==> config.mk <==
export PLATFORM = sky130hd
export DESIGN_NAME = div_sched
export DESIGN_NICKNAME = d
export VERILOG_FILES = /design/src/rtl/div_sched_pkg.sv /design/src/rtl/div_sched_rr_arb.sv /design/src/rtl/div_sched.sv
export SDC_FILE = /design/constraint.sdc
export NUM_CORES = 1
export LEC_CHECK = 0
export CORE_ASPECT_RATIO = 1.5
export CORE_MARGIN = 3
export CORE_UTILIZATION = 60
export CTS_BUF_LIST = sky130_fd_sc_hd__clkbuf_8
export DETAILED_ROUTE_END_ITERATION = 16
export DONT_BUFFER_PORTS = 1
export MAX_ROUTING_LAYER = met4
export PLACE_DENSITY = 0.79
export SLEW_MARGIN = 5
export SYNTH_ARGS = -nofsm -noshare
export SYNTH_HDL_FRONTEND = slang
export SYNTH_SLANG_ARGS = --single-unit
==> constraint.sdc <==
create_clock -name clk -period 3.7 [get_ports clk]
set_clock_uncertainty 0.05 [all_clocks]
set_input_delay 0.555 -clock clk [delete_from_list [all_inputs] [get_ports clk]]
set_output_delay 0.555 -clock clk [all_outputs]
set_load 0.005 [all_outputs]
==> src/rtl/div_sched_pkg.sv <==
// div_sched_pkg: shared types and defaults for the div_sched clock divider.
// Holds the FSM state enum and the default widths used by div_sched and rr_arb.
package div_sched_pkg;

    localparam int DIV_W_DEF = 32;
    localparam int NREQ_DEF  = 2;

    typedef enum logic [1:0] {
        S_IDLE,
        S_RUN,
        S_PEND
    } state_t;

endpackage

==> src/rtl/div_sched_rr_arb.sv <==
// rr_arb: round-robin arbiter; searches requesters from the pointer upward.
// Ports: clk, rst_n (async, active-low), req, enable -> gnt (one-hot, combinational).
module rr_arb
    import div_sched_pkg::*;
#(
    parameter int NREQ = NREQ_DEF
) (
    input  logic            clk,
    input  logic            rst_n,
    input  logic [NREQ-1:0] req,
    input  logic            enable,
    output logic [NREQ-1:0] gnt
);

    localparam int PW = (NREQ > 1) ? $clog2(NREQ) : 1;

    logic [PW-1:0]   r_ptr;
    logic [PW-1:0]   w_ptr_nxt;
    logic [NREQ-1:0] w_gnt;
    logic            w_found;
    int              w_sel;
    int              w_best;
    int              w_dist;

    // Pick the requester with the smallest distance above the pointer.
    always_comb begin
        w_found   = 1'b0;
        w_sel     = 0;
        w_best    = NREQ;
        w_dist    = 0;
        w_gnt     = '0;
        w_ptr_nxt = r_ptr;
        for (int i = 0; i < NREQ; i++) begin
            if (req[i]) begin
                w_dist = (i >= int'(r_ptr)) ? (i - int'(r_ptr))
                                            : (i + NREQ - int'(r_ptr));
                if (w_dist < w_best) begin
                    w_best  = w_dist;
                    w_sel   = i;
                    w_found = 1'b1;
                end
            end
        end
        for (int i = 0; i < NREQ; i++) begin
            w_gnt[i] = enable && w_found && (i == w_sel);
        end
        if (enable && w_found) begin
            w_ptr_nxt = (w_sel == NREQ - 1) ? '0 : PW'(w_sel + 1);
        end
    end

    always_ff @(posedge clk or negedge rst_n) begin
        if (!rst_n) begin
            r_ptr <= '0;
        end else if (|w_gnt) begin
            r_ptr <= w_ptr_nxt;
        end
    end

    assign gnt = w_gnt;

endmodule

==> src/rtl/div_sched.sv <==
// div_sched: shared programmable clock divider; requesters load divide values
// through a round-robin arbiter, new values take effect at a period boundary.
// Ports: clk, rst_n, req_valid/req_div/req_ready (load handshake), tick,
// new_clk, busy, active_div; tick_count only when DIV_SCHED_STAT_EN is defined.
module div_sched
    import div_sched_pkg::*;
#(
    parameter int DIV_W = DIV_W_DEF,
    parameter int NREQ  = NREQ_DEF
) (
    input  logic                       clk,
    input  logic                       rst_n,
    input  logic [NREQ-1:0]            req_valid,
    input  logic [NREQ-1:0][DIV_W-1:0] req_div,
    output logic [NREQ-1:0]            req_ready,
    output logic                       tick,
    output logic                       new_clk,
    output logic                       busy,
    output logic [DIV_W-1:0]           active_div
`ifdef DIV_SCHED_STAT_EN
    ,
    output logic [31:0]                tick_count
`endif
);

    state_t          r_state;
    state_t          w_state_nxt;
    logic [DIV_W-1:0] r_cnt;
    logic [DIV_W-1:0] w_cnt_nxt;
    logic [DIV_W-1:0] r_act;
    logic [DIV_W-1:0] w_act_nxt;
    logic [DIV_W-1:0] r_pend;
    logic [DIV_W-1:0] w_pend_nxt;
    logic             r_nclk;
    logic             w_nclk_nxt;
    logic [NREQ-1:0]  w_gnt;
    logic [DIV_W-1:0] w_sel_div;
    logic             w_bound;
    logic             w_arb_en;

    // rst_n gates the grant so req_ready is 0 while reset is held.
    assign w_arb_en = rst_n && (r_state != S_PEND);

    rr_arb #(.NREQ(NREQ)) u_arb (
        .clk    (clk),
        .rst_n  (rst_n),
        .req    (req_valid),
        .enable (w_arb_en),
        .gnt    (w_gnt)
    );

    always_comb begin
        w_sel_div = '0;
        for (int i = 0; i < NREQ; i++) begin
            if (w_gnt[i]) begin
                w_sel_div = w_sel_div | req_div[i];
            end
        end
    end

    assign w_bound = (r_state != S_IDLE) && (r_cnt == r_act - DIV_W'(1));

    always_comb begin
        w_state_nxt = r_state;
        w_cnt_nxt   = r_cnt;
        w_act_nxt   = r_act;
        w_pend_nxt  = r_pend;
        w_nclk_nxt  = r_nclk;
        unique case (r_state)
            S_IDLE: begin
                w_cnt_nxt  = '0;
                w_nclk_nxt = 1'b0;
                if (|w_gnt) begin
                    w_act_nxt   = w_sel_div;
                    w_state_nxt = (w_sel_div != '0) ? S_RUN : S_IDLE;
                end
            end
            S_RUN: begin
                w_cnt_nxt = w_bound ? '0 : r_cnt + DIV_W'(1);
                if (w_bound) begin
                    w_nclk_nxt = ~r_nclk;
                end
                if (|w_gnt) begin
                    w_pend_nxt  = w_sel_div;
                    w_state_nxt = S_PEND;
                end
            end
            S_PEND: begin
                w_cnt_nxt = w_bound ? '0 : r_cnt + DIV_W'(1);
                if (w_bound) begin
                    w_act_nxt = r_pend;
                    if (r_pend == '0) begin
                        w_state_nxt = S_IDLE;
                        w_nclk_nxt  = 1'b0;
                    end else begin
                        w_state_nxt = S_RUN;
                        w_nclk_nxt  = ~r_nclk;
                    end
                end
            end
            default: begin
                w_state_nxt = S_IDLE;
            end
        endcase
    end

    always_ff @(posedge clk or negedge rst_n) begin
        if (!rst_n) begin
            r_state <= S_IDLE;
            r_cnt   <= '0;
            r_act   <= '0;
            r_pend  <= '0;
            r_nclk  <= 1'b0;
        end else begin
            r_state <= w_state_nxt;
            r_cnt   <= w_cnt_nxt;
            r_act   <= w_act_nxt;
            r_pend  <= w_pend_nxt;
            r_nclk  <= w_nclk_nxt;
        end
    end

`ifdef DIV_SCHED_STAT_EN
    logic [31:0] r_tick_count;

    always_ff @(posedge clk or negedge rst_n) begin
        if (!rst_n) begin
            r_tick_count <= '0;
        end else if (w_bound) begin
            r_tick_count <= r_tick_count + 32'd1;
        end
    end

    assign tick_count = r_tick_count;
`endif

    assign req_ready  = w_gnt;
    assign tick       = w_bound;
    assign new_clk    = r_nclk;
    assign busy       = (r_state == S_PEND);
    assign active_div = r_act;

endmodule

==> qor.yml <==
status: "finished clean"
drt-total-wl_um: 18300
grt_pass1_wl_um: 29300
area_growth_pct: 10.0
place_inst: 858
report.final.slew_viol_count: 0
finalWorstSetupSlack_ps: 120
arrival_ps: 2980
dp_hpwl_um: 13300
vias: 5993
top_usage_layer: "met2"
placed_area_sq_mm: 0.00666
clkTransAtPathRegs_ps: 110
drc: 0
setup_viol: 0
power_density_mw_per_mm2: 760
antenna_found_initial: 0
ir_worst_vdd_mv: 0.440
use_met2_pct: 53.9
yosysTopAreaCell: "dfrtp_1"
fin_area_sq_mm: 0.00701
htreeDepth: 3
crit_chain: "or4_1 > or3b_1 > nor3_1 > xnor2_1 > nor3_2 > o211ai_1 > or4_4 > inv_1"
worst-path-buf-inv: 1
stdcell_count: 884
rr_worst_depth: 10
yosysSeqAreaShare_pct: 39.3
yosysTopAreaCellShare_pct: 39.3
floorplan.initialDensity_pct: 62.1
drtIter0Drc: 482
cp.required_ps: 3090
dr.pass1.iters: 9
synth_nets: 797
endpoint: "tick"
period_needed_ps: 3580
synth_seq_cells: 100
wl_per_cell_um: 20.7
syn_inst: 723
synth_area_per_cell_sq_um: 8.81
endpoint_kind: "primary output"
reg2reg_setup_slack_ps: 220
overflow: 0
cts_buffers: 9
reg2reg_to: "r_cnt[2]"
max_freq_ghz: 0.279
cpLargestDelayFamily: "simple AND/OR/NAND/NOR gates"
n_antenna_cell: 0
cts_max_path_buffers: 2
yosysMostFrequentCell: "dfrtp_1"
die-height_um: 132
path_class: "reg -> out"
vias_per_cell: 6.78
ys_types: 55
max_slew_margin_pct: 38.6
startpoint_type: "flip-flop"
core-area_sq_mm: 0.0102
yosys-top-cells-area: "dfrtp_1 39%, xnor2_1 5.4%, o21ai_0 5.3%"
leakage_nw: 2.67
grt_max_degree: 101
synth_ff_type: "dfrtp_1"
ant_nets: 0
cts_tree: "yes"
first_global_vias: 5898
grtUsageMet3_pct: 5.37
num_rows: 45
startpoint: "active_div[15]"
synth_warnings: 0
port_buffers: 0
groute.layer.met1.usage_pct: 35.3
gp_congestion: 0.971
syn_area_sq_mm: 0.00637
path_depth: 8
max-cap-violations: 0
cp_slowest_stage_delay_ps: 580
clkSinkCount: 100
r2r-start: "active_div[15]"
cts_root_buf: "clkbuf_8"
slowest_stage: "or4_1"
worst_pin_slew_ps: 903
grt.total_usage_pct: 31.2
synth.top_cells.by_count: "100 x dfrtp_1, 67 x o21ai_0, 65 x nand2_1"
min_path_type: "in -> async"
drive_above_1_share_pct: 14.8
fill_cells: 820
die_w_um: 90.1
finalHoldViolations: 0
clock_latency_ps: 380
multi_input_area_sq_mm: 0.00359
nets: 812
dieArea_sq_mm: 0.0119
synth_edf_count: 0
worstPathMaxFanout: 3
fin_crit_sh_pct: 96.8
async_reset_ff_share_pct: 100
io_pins: 105
regArea_sq_mm: 0.00250
pre_cts_slack_ps: 75.1
==> power breakdown <==
part | internal, mW | total, mW | switching (mW)
Combinational | 1.21 | 2.72 | 1.51
Clock | 0.278 | 0.712 | 0.434
Sequential | 1.48 | 1.89 | 0.416
==> logic make-up after synthesis <==
group | after synthesis | synth area share (%)
buffers and inverters | 76 | 5.48
adder cells (fa/ha/maj) | 6 | 1.18
AO/OA/AOI/OAI | 193 | 20.7
XOR/XNOR | 48 | 6.60
flip-flops | 100 | 39.3
multiplexers | 23 | 3.93
AND/OR/NAND/NOR | 277 | 22.8
==> routing by layer <==
layer  up-vias  wire length (um)
met1      2892              6940
met5         -                 0
met2       335              9330
li1       2704                 -
met3        62              1260
met4         0               741
==> state kept, by name (all words and copies together), names as in the netlist <==
signal and cells:
active_div 32, r_cnt 32, r_pend 32, r_state 2
new_clk 1, u_arb.r_ptr 1
==> how the worst min path moves through the flow <==
stage          start             to  slack, ps  cells after the start
5_1_grt        rst_n      r_cnt[28]         70                      1
4_1_cts        rst_n      r_cnt[28]         60                      1
3_5_place_dp   rst_n      r_cnt[29]        210                      0
3_3_place_gp   rst_n      r_cnt[27]        210                      0
2_1_floorplan  rst_n  active_div[0]        210                      0
6_report       rst_n      r_cnt[28]         40                      1
==> per-stage QoR <==
stage | setup TNS, ps | utilization, % | power, mW | hold WS (ps)
4_1_cts | 0 | 67.5 | 5.22 | 56.3
6_report | 0 | 68.4 | 5.32 | 41.2
3_3_place_gp | 0 | 65.0 | 4.36 | 213
3_5_place_dp | 0 | 65.0 | 4.47 | 214
2_1_floorplan | 0 | - | 3.63 | 209
5_1_grt | -14.5 | 68.4 | 5.62 | 72.5
==> final cells by class <==
class,instances,share of cell area (%)
Tap cell,141,2.52
Clock buffer,10,1.96
Clock inverter,6,0.804
Sequential cell,100,35.7
Timing Repair Buffer,56,6.47
Inverter,24,1.29
Multi-Input combinational cell,547,51.2
==> layout by cell type (no fill, tap or decap), types with 22 or more instances in the layout <==
master	instances
dfrtp_1	100
nor4_1	23
xnor2_1	39
nand2_1	65
inv_1	24
buf_4	54
a2bb2oi_1	30
o21ai_0	66
nor2b_1	22
nor2_1	47
nand3_1	30
nand4_1	24
==> worst reg2reg max path: cells and delay by family, from the launching register on <==
kind	cells	cell delay, ps
and+or+nand+nor	5	1630
AOI/OAI and AO/OA	3	780
DFF	1	400
buffers and inverters	1	150
muxes	1	360
==> what timing repair did <==
action                     4_1_cts  5_1_grt
buffers inserted                 4        5
hold endpoints to repair       100        0
setup endpoints to repair        1        1
pin swaps                        4        5
resized for setup                5        7
hold buffers                     1        0
Power figures use the tool's default switching activity.
